[src/rtl/term_write_arbiter.sv]
// term_write_arbiter: shares the terminal write port between the keyboard stream (cursor owner) and host writes
module term_write_arbiter #(
  parameter int COLS       = 80,
  parameter int ROWS       = 60,
  parameter int ADDR_WIDTH = 13
) (
  input  logic                  clk,
  input  logic                  rst,
  input  logic                  kb_valid,
  input  logic [7:0]            kb_ascii,
  output logic                  kb_next,
  input  logic                  host_req,
  input  logic [ADDR_WIDTH-1:0] host_addr,
  input  logic [7:0]            host_data,
  output logic                  host_grant,
  output logic                  host_err,
  input  logic                  term_busy,
  output logic                  term_cs,
  output logic [ADDR_WIDTH-1:0] term_address,
  output logic [7:0]            term_data,
  output logic [ADDR_WIDTH-1:0] cursor
);
  localparam int W1 = ADDR_WIDTH + 1;
  localparam logic [ADDR_WIDTH-1:0] LAST = ADDR_WIDTH'(COLS * ROWS - 1);
  localparam logic [ADDR_WIDTH-1:0] CV   = ADDR_WIDTH'(COLS);
  localparam logic [ADDR_WIDTH-1:0] TOP  = ADDR_WIDTH'(COLS * ROWS - COLS);
  localparam logic [W1-1:0]         LIM  = W1'(COLS * ROWS);

  typedef enum logic [1:0] {IDLE, KB_DECODE, ISSUE, GAP} state_t;

  state_t                state_q, state_d;
  logic [ADDR_WIDTH-1:0] cursor_q, cursor_d, addr_q, addr_d;
  logic [7:0]            data_q, data_d, byte_q, byte_d;
  logic                  host_txn_q, host_txn_d, adv_q, adv_d;
  logic                  prio_host_q, prio_host_d, err_q, err_d;
  logic [ADDR_WIDTH-1:0] inc, dec, up, down, nl;
  logic [W1-1:0]         nl_w;
  logic                  host_ok, kb_win;

  assign inc     = cursor_q == LAST ? '0 : cursor_q + 1'b1;
  assign dec     = cursor_q == '0 ? LAST : cursor_q - 1'b1;
  assign up      = cursor_q < CV ? cursor_q + TOP : cursor_q - CV;
  assign down    = cursor_q >= TOP ? cursor_q - TOP : cursor_q + CV;
  assign nl_w    = {1'b0, cursor_q - cursor_q % CV} + W1'(COLS);
  assign nl      = nl_w >= LIM ? '0 : nl_w[ADDR_WIDTH-1:0];
  assign host_ok = {1'b0, host_addr} < LIM;
  assign kb_win  = kb_valid && !(host_req && prio_host_q);

  assign term_address = addr_q;
  assign term_data    = data_q;
  assign cursor       = cursor_q;
  assign host_err     = err_q;

  always_comb begin
    state_d     = state_q;
    cursor_d    = cursor_q;
    addr_d      = addr_q;
    data_d      = data_q;
    byte_d      = byte_q;
    host_txn_d  = host_txn_q;
    adv_d       = adv_q;
    prio_host_d = prio_host_q;
    err_d       = err_q;
    kb_next     = 1'b0;
    host_grant  = 1'b0;
    term_cs     = 1'b0;
    case (state_q)
      IDLE: begin
        // strobes are combinational here, so hold them off while reset is asserted
        if (!term_busy && !rst && kb_win) begin
          kb_next     = 1'b1;
          byte_d      = kb_ascii;
          prio_host_d = 1'b1;
          state_d     = KB_DECODE;
        end else if (!term_busy && !rst && host_req) begin
          prio_host_d = 1'b0;
          host_grant  = !host_ok;
          err_d       = err_q || !host_ok;
          addr_d      = host_ok ? host_addr : addr_q;
          data_d      = host_ok ? host_data : data_q;
          host_txn_d  = 1'b1;
          adv_d       = 1'b0;
          state_d     = host_ok ? ISSUE : IDLE;
        end
      end
      KB_DECODE: begin
        host_txn_d = 1'b0;
        adv_d      = 1'b0;
        state_d    = IDLE;
        case (byte_q)
          8'hEB: cursor_d = dec;
          8'hF4: cursor_d = inc;
          8'hF5: cursor_d = up;
          8'hF2: cursor_d = down;
          8'h0A: cursor_d = nl;
          8'hFF: state_d = IDLE;
          8'hF7: begin
            cursor_d = dec;
            addr_d   = dec;
            data_d   = 8'h20;
            state_d  = ISSUE;
          end
          default: begin
            addr_d  = cursor_q;
            data_d  = byte_q;
            adv_d   = 1'b1;
            state_d = ISSUE;
          end
        endcase
      end
      ISSUE: begin
        term_cs    = 1'b1;
        host_grant = host_txn_q;
        cursor_d   = adv_q ? inc : cursor_q;
        state_d    = GAP;
      end
      default: state_d = IDLE;
    endcase
  end

  always_ff @(posedge clk or posedge rst) begin
    if (rst) begin
      state_q     <= IDLE;
      cursor_q    <= '0;
      addr_q      <= '0;
      data_q      <= '0;
      byte_q      <= '0;
      host_txn_q  <= 1'b0;
      adv_q       <= 1'b0;
      prio_host_q <= 1'b0;
      err_q       <= 1'b0;
    end else begin
      state_q     <= state_d;
      cursor_q    <= cursor_d;
      addr_q      <= addr_d;
      data_q      <= data_d;
      byte_q      <= byte_d;
      host_txn_q  <= host_txn_d;
      adv_q       <= adv_d;
      prio_host_q <= prio_host_d;
      err_q       <= err_d;
    end
  end
endmodule

[config.mk]
export PLATFORM = sky130hd
export DESIGN_NAME = term_write_arbiter
export DESIGN_NICKNAME = d
export VERILOG_FILES = /design/src/rtl/term_write_arbiter.sv
export SDC_FILE = /design/constraint.sdc
export NUM_CORES = 1
export LEC_CHECK = 0
export BUFFER_PORTS_ARGS = -buffer_cell sky130_fd_sc_hd__buf_4
export CAP_MARGIN = 25
export CORE_MARGIN = 8
export CORE_UTILIZATION = 45
export DETAILED_ROUTE_END_ITERATION = 10
export PLACE_DENSITY = 0.74
export SLEW_MARGIN = 5
export SYNTH_ARGS = -nofsm -noshare
export SYNTH_HDL_FRONTEND = slang
export SYNTH_SLANG_ARGS = --single-unit
[constraint.sdc]
create_clock -name clk -period 7.87 [get_ports clk]
set_input_delay 1.574 -clock clk [delete_from_list [all_inputs] [get_ports clk]]
set_output_delay 1.574 -clock clk [all_outputs]
set_load 0.05 [all_outputs]
==> results of run 1 <==
layout make-up:
class                           instances  share of cell area [%]
Multi-Input combinational cell        617                    62.7
Sequential cell                        48                    18.9
Tap cell                              147                    2.90
Clock inverter                          2                   0.236
Inverter                               31                    1.83
Clock buffer                            6                    2.19
Timing Repair Buffer                   93                    11.3
how the worst max path moves through the flow:
stage | from | to | slack (ns) | cells after the start
final | cursor[5]$_DFFE_PP0P_ | cursor[3]$_DFFE_PP0P_ | 0.60 | 25
after detailed placement | cursor[5]$_DFFE_PP0P_ | cursor[3]$_DFFE_PP0P_ | 0.72 | 25
after floorplan | cursor[5]$_DFFE_PP0P_ | cursor[11]$_DFFE_PP0P_ | 0.61 | 28
after global placement | cursor[5]$_DFFE_PP0P_ | cursor[4]$_DFFE_PP0P_ | 0.94 | 25
after CTS | cursor[5]$_DFFE_PP0P_ | cursor[3]$_DFFE_PP0P_ | 0.68 | 25
after global routing | cursor[5]$_DFFE_PP0P_ | cursor[3]$_DFFE_PP0P_ | 0.06 | 24
registers in the layout, indices dropped and copies added (netlist names):
register	count
cursor	13
term_address	13
byte_q	8
term_data	8
state_q	2
adv_q	1
host_err	1
host_txn_q	1
prio_host_q	1
per-layer routing:
layer | track usage (%) | vias up | part of all wire [%]
li1 | - | 2950 | -
met1 | 28.9 | 2889 | 44
met2 | 32.6 | 300 | 45
met3 | 3.56 | 36 | 8.8
met4 | 7.56 | 0 | 2.1
met5 | 0 | - | 0
kinds of logic (layout without fill, tap and decap cells):
| logic type | Yosys count | in the layout | share of synthesized area [%] |
|---|---|---|---|
| and+or+nand+nor | 283 | 283 | 26.3 |
| AOI/OAI and AO/OA | 267 | 267 | 33.2 |
| buffers and inverters | 95 | 132 | 6.69 |
| DFF | 48 | 48 | 21.7 |
| xor gates and xnor gates | 32 | 32 | 5.06 |
| adders and majority gates | 17 | 17 | 3.84 |
| muxes | 15 | 15 | 3.19 |
| other | 1 | 3 | 0.0677 |
worst register-to-register path, cell delays in order (launching register included):
cell and delay, ns:
dfrtp_1 0.38, inv_1 0.26, ha_1 0.34, nor4b_4 0.23
buf_4 0.21, a21oi_2 0.05, or4_4 0.55, o221a_1 0.27
o21ai_1 0.21, nand3_2 0.19, o21bai_1 0.21, mux4_2 0.51
o211a_1 0.24, nor2_1 0.13, ha_1 0.33, o21a_1 0.14
nor2_1 0.11, xnor2_1 0.08, ha_1 0.32, o311ai_1 0.84
o31ai_1 0.15, a221oi_1 0.36, xor2_1 0.23, a32oi_1 0.12
and3_1 0.31, o41ai_1 0.38
stage by stage:
stage | std cells | worst slack [ns] | instance area (um^2)
floorplan | 760 | 0.606 | 5540
finish | 944 | 0.598 | 6350
global placement | 933 | 0.940 | 6160
global route | 944 | 0.0599 | 6350
CTS | 942 | 0.683 | 6320
detailed placement | 934 | 0.722 | 6170
cell usage in the layout (no fill, tap or decap), types with 9 or more instances in the layout:
master,netlist,routed
xnor2_1,26,26
mux2_2,11,11
inv_1,30,29
o21a_1,9,9
a31oi_1,15,15
a21oi_1,61,61
o21ai_0,52,51
nor4_1,9,9
a221oi_1,11,11
nor3_1,17,17
nand2_1,68,68
o211ai_1,12,12
nor2_1,82,81
buf_4,0,91
dfrtp_1,48,48
nand3_1,23,23
ha_1,17,17
nand2b_1,13,13
==> flow_metrics.env, run 1 <==
export IMPL_detail_route_wl_per_cell_um=18.6
export IMPL_crit_path_end_kind="flop"
export IMPL_rrSetupSlack_ns=0.60
export IMPL_cts_tree="built"
export IMPL_yosys_warnings=0
export IMPL_grt_max_degree=49
export IMPL_first_pass_iters=5
export IMPL_yosysMostFrequentCell="nor2_1"
export IMPL_fmax_mhz=138
export IMPL_drt_iter0_drc=637
export IMPL_drtAntennaViolNets=0
export IMPL_grt_usage_pct=21.1
export IMPL_yosysSeqAreaShare_pct=21.7
export IMPL_cts_setup_buffers=0
export IMPL_dieHeight_um=127
export IMPL_slew_viol_final=0
export IMPL_critPathMaxStageDelay_ns=0.84
export IMPL_drc_errors=0
export IMPL_netlist_area_mm2=0.00554
export IMPL_syn_avg_cell_area_um2=7.30
export IMPL_fill_cells=1175
export IMPL_cap_violations=0
export IMPL_cp_arrival_ns=7.45
export IMPL_grt_overflow_total=0
export IMPL_seq_area_mm2=0.00120
export IMPL_crit_type="reg2reg"
export IMPL_rr_endpoint="cursor[3]$_DFFE_PP0P_"
export IMPL_h_tree_depth=2
export IMPL_core_mm2=0.0120
export IMPL_setup_viol=0
export IMPL_syn_inst=758
export IMPL_grt_pass1_wl_um=28600
export IMPL_synthTopCellsByCount="82 x nor2_1, 68 x nand2_1, 61 x a21oi_1"
export IMPL_clk_latency_ns=0.29
export IMPL_row_count=40
export IMPL_die_area_mm2=0.0161
export IMPL_first_global_vias=5527
export IMPL_multiInputGateArea_mm2=0.00398
export IMPL_start_util_pct=46.1
export IMPL_synthArstFlopShare_pct=100
export IMPL_area_delta_synth_final_pct=14.7
export IMPL_max_slew_margin_rel_pct=37.9
export IMPL_whs_path_depth=2
export IMPL_synth_top_area_cell="dfrtp_1"
export IMPL_port_buffers=71
export IMPL_critical_path_required_ns=8.04
export IMPL_synthFlopType="dfrtp_1"
export IMPL_r2r_start="cursor[5]$_DFFE_PP0P_"
export IMPL_slowest_stage="o311ai_1"
export IMPL_root_buffer="clkbuf_16"
export IMPL_numCtsBuffers=5
export IMPL_drive_above_1_share_pct=16.6
export IMPL_ios=72
export IMPL_hold_start="host_err$_DFFE_PP0P_"
export IMPL_crit_path_frequent_cell="ha_1"
export IMPL_rsz0062_at_grt="false"
export IMPL_path_clk_slew_ns=0.07
export IMPL_antenna_found_initial=0
export IMPL_critical_path_top_delay_family="compound AO/OA/AOI/OAI gates"
export IMPL_postCtsHoldBufs=0
export IMPL_final_util_pct=52.9
export IMPL_hold_ws_ns=0.463
export IMPL_ys_seq_elements=48
export IMPL_yosysUniqueCellTypes=83
export IMPL_path_buf_inv=2
export IMPL_synth_top_area_share_pct=21.7
export IMPL_ys_top_cells_by_area="dfrtp_1 22%, nor2_1 5.6%, a21oi_1 5.5%, o21ai_0 4.7%, nand2_1 4.6%"
export IMPL_fin_nets=847
export IMPL_finClkSkew_ns=0.00342
export IMPL_finalHoldViolCount=0
export IMPL_via_per_inst=6.54
export IMPL_cts_sinks=48
export IMPL_die_x_um=127
export IMPL_num_vias=6175
export IMPL_timing_final_crit_share_pct=92.4
export IMPL_worstMarginPinSlew_ns=0.917
export IMPL_whs_endpoint="host_err$_DFFE_PP0P_"
export IMPL_cp_start_kind="flop"
export IMPL_insertedDiodeCount=0
export IMPL_wirelength_um=17600
export IMPL_place_gp_congestion=0.980
export IMPL_fin_crit_ns=7.27
export IMPL_clockBufferDepth=2
export IMPL_min_delay_path_class="reg2reg"
export IMPL_rr_worst_depth=25
export IMPL_fin_setup_tns_ns=0
export IMPL_status="complete, no violations"
export IMPL_worstPathMaxFanout=10
export IMPL_cts_resized=0
export IMPL_synth_edff_count=0
export IMPL_hpwl_um=13100
Power of run 1 is not shown: default switching activity piles up to over one toggle a cycle in this logic, so the estimate is an artifact.
==> run 2, diff against run 1 <==
--- a/config.mk
+++ b/config.mk
@@ -5,9 +5,10 @@
 export SDC_FILE = /design/constraint.sdc
 export NUM_CORES = 1
 export LEC_CHECK = 0
+export ABC_AREA = 1
 export BUFFER_PORTS_ARGS = -buffer_cell sky130_fd_sc_hd__buf_4
 export CAP_MARGIN = 25
-export CORE_MARGIN = 8
+export CORE_MARGIN = 3
 export CORE_UTILIZATION = 45
 export DETAILED_ROUTE_END_ITERATION = 10
 export PLACE_DENSITY = 0.74
==> run 2 against run 1 <==
Against the previous run: die area is 24% lower; synthesized cell count is 2.4% higher; critical path depth is 23 higher; setup slack better by 0.60 ns; fmax is 9.1% higher; sequential cell count stayed put; cell area is 11% lower; worst hold slack better by 0.019 ns; first-iteration DRC count is 16% lower; sequential share of layout area is 2.3 points higher; synthesized area is 11% lower; critical path type unchanged; highest routed layer unchanged.
==> flow_metrics.env, run 2 <==
export IMPL_status="complete, no violations"
export IMPL_first_pass_iters=6
export IMPL_drtAntennaViolNets=0
export IMPL_antenna_found_initial=0
export IMPL_cp_start_kind="flop"
export IMPL_worst_slack_ns=1.20
export IMPL_worstPathMaxFanout=10
export IMPL_min_delay_path_class="reg2reg"
export IMPL_fin_crit_ns=6.67
export IMPL_max_slew_margin_rel_pct=23.4
export IMPL_yosysUniqueCellTypes=49
export IMPL_syn_inst=776
export IMPL_drive_above_1_share_pct=17.2
export IMPL_netlist_area_mm2=0.00491
export IMPL_critical_path_required_ns=8.09
export IMPL_syn_avg_cell_area_um2=6.33
export IMPL_postCtsHoldBufs=0
export IMPL_slowest_stage="dfrtp_1"
export IMPL_final_common_cell="nand2_1"
export IMPL_port_buffers=71
export IMPL_seq_area_mm2=0.00120
export IMPL_root_buffer="clkbuf_8"
export IMPL_fin_nets=888
export IMPL_slew_viol_final=0
export IMPL_rsz0062_at_grt="false"
export IMPL_finalHoldViolCount=0
export IMPL_clockBufferDepth=2
export IMPL_cts_sinks=48
export IMPL_crit_type="reg2reg"
export IMPL_die_x_um=110
export IMPL_place_gp_congestion=1.04
export IMPL_synth_top_area_cell="dfrtp_1"
export IMPL_cts_resized=0
export IMPL_worstMarginPinSlew_ns=1.12
export IMPL_yosys_warnings=0
export IMPL_fill_cells=1089
export IMPL_numCtsBuffers=5
export IMPL_setup_viol=0
export IMPL_finClkSkew_ns=0.00895
export IMPL_clk_latency_ns=0.32
export IMPL_crit_path_end_kind="flop"
export IMPL_cap_violations=0
export IMPL_die_area_mm2=0.0122
export IMPL_multiInputGateArea_mm2=0.00318
export IMPL_timing_final_crit_share_pct=84.7
export IMPL_core_mm2=0.0105
export IMPL_layout_common_cells="186 x nand2_1, 97 x inv_1, 76 x nor2_1"
export IMPL_hpwl_um=11600
export IMPL_num_vias=5455
export IMPL_drt_iter0_drc=535
export IMPL_yosysMostFrequentCell="nand2_1"
export IMPL_insertedDiodeCount=0
export IMPL_fmax_mhz=150
export IMPL_ys_top_cells_by_area="dfrtp_1 24%, nand2_1 14%, inv_1 7.5%, nand3_1 6.1%, nor2_1 5.8%"
export IMPL_synth_top_area_share_pct=24.5
export IMPL_area_delta_synth_final_pct=15.5
export IMPL_pre_cts_slack_ns=1.31
export IMPL_detail_route_wl_per_cell_um=15.3
export IMPL_grt_usage_pct=24.1
export IMPL_synth_edff_count=0
export IMPL_grt_max_degree=36
export IMPL_wirelength_um=14900
export IMPL_synthArstFlopShare_pct=100
export IMPL_cts_tree="built"
export IMPL_row_count=37
export IMPL_synthTopCellsByCount="186 x nand2_1, 98 x inv_1, 76 x nor2_1"
export IMPL_grt_overflow_total=0
export IMPL_cp_arrival_ns=6.89
export IMPL_first_global_vias=4937
export IMPL_synthFlopType="dfrtp_1"
export IMPL_dieHeight_um=110
export IMPL_fin_setup_tns_ns=0
export IMPL_grt_pass1_wl_um=24700
export IMPL_cts_setup_buffers=0
export IMPL_drc_errors=0
export IMPL_via_per_inst=5.60
export IMPL_critPathMaxStageDelay_ns=0.57
export IMPL_ios=72
export IMPL_ys_seq_elements=48
export IMPL_yosysSeqAreaShare_pct=24.5
export IMPL_crit_path_frequent_cell="nand2_1"
export IMPL_start_util_pct=47.0
export IMPL_h_tree_depth=2
export IMPL_path_clk_slew_ns=0.10
run 2: changes by cell type in the layout (fill, tap and decap cells not counted), sizes merged, moves of 13 or more:
cell    before  now
a21oi       62   34
buf         92   75
inv         30  111
nand2       68  207
nand2b      13    0
nand3       24   70
xnor2       26    3
xor2         6   20
run 2: worst max-delay path, delay by kind of cell, from the launching register on:
kind / cells / cell delay, ns
xor+xnor: 1 / 0.24
flops: 1 / 0.57
simple gates: 36 / 3.47
fa+ha+maj: 2 / 0.74
buf+inv: 3 / 0.55
compound gates: 6 / 1.00
run 2: cell families (layout without fill, tap and decap cells):
kind of cell | Yosys count | after routing | synth area share (%)
other | 1 | 3 | 0.0763
AO/OA/AOI/OAI | 148 | 148 | 17.9
buffers and inverters | 135 | 195 | 10.9
XOR/XNOR | 23 | 23 | 4.10
adder cells (fa/ha/maj) | 17 | 17 | 4.33
AND/OR/NAND/NOR | 404 | 404 | 38.3
flip-flops | 48 | 48 | 24.5
run 2: routing by layer:
layer  track usage [%]  part of all wire, %  wire, um  vias up
li1                  -                    -         -     2700
met1              34.1                   45      6670     2445
met2              37.2                   44      6500      267
met3              4.66                  9.0      1340       43
met4              7.39                  2.8       415        0
met5                 0                    0         0        -
run 2: stage by stage:
stage	hold slack (ns)	util [%]	cell area (um^2)	cells
2_1_floorplan	0.481	-	4920	778
3_3_place_gp	0.460	52.9	5530	965
3_5_place_dp	0.456	53.1	5550	966
4_1_cts	0.486	54.2	5670	974
5_1_grt	0.526	54.2	5670	974
6_report	0.482	54.2	5670	974
run 2: path summary, 6_finish.rpt:
| path | start | end | slack (ns) | cells past startpoint |
|---|---|---|---|---|
| max reg2reg | cursor[4]$_DFFE_PP0P_ | cursor[7]$_DFFE_PP0P_ | 1.20 | 48 |
| max in group asynchronous | rst | term_address[10]$_DFFE_PP0P_ | 6.16 | 3 |
| min reg2reg | host_err$_DFFE_PP0P_ | host_err$_DFFE_PP0P_ | 0.48 | 2 |
| max | cursor[4]$_DFFE_PP0P_ | cursor[7]$_DFFE_PP0P_ | 1.20 | 48 |
| min in group asynchronous | rst | byte_q[7]$_DFFE_PP0P_ | 1.21 | 2 |
| min | host_err$_DFFE_PP0P_ | host_err$_DFFE_PP0P_ | 0.48 | 2 |
run 2: area by class of cell:
type,instances,share of cell area (%)
clock buffer,5,1.21
clock inverter,3,0.882
inverter,112,7.45
multi-input combinational,595,56.1
sequential,48,21.2
tap,136,3.00
timing repair buffer,75,10.1
Power of run 2 is left out for the same reason.
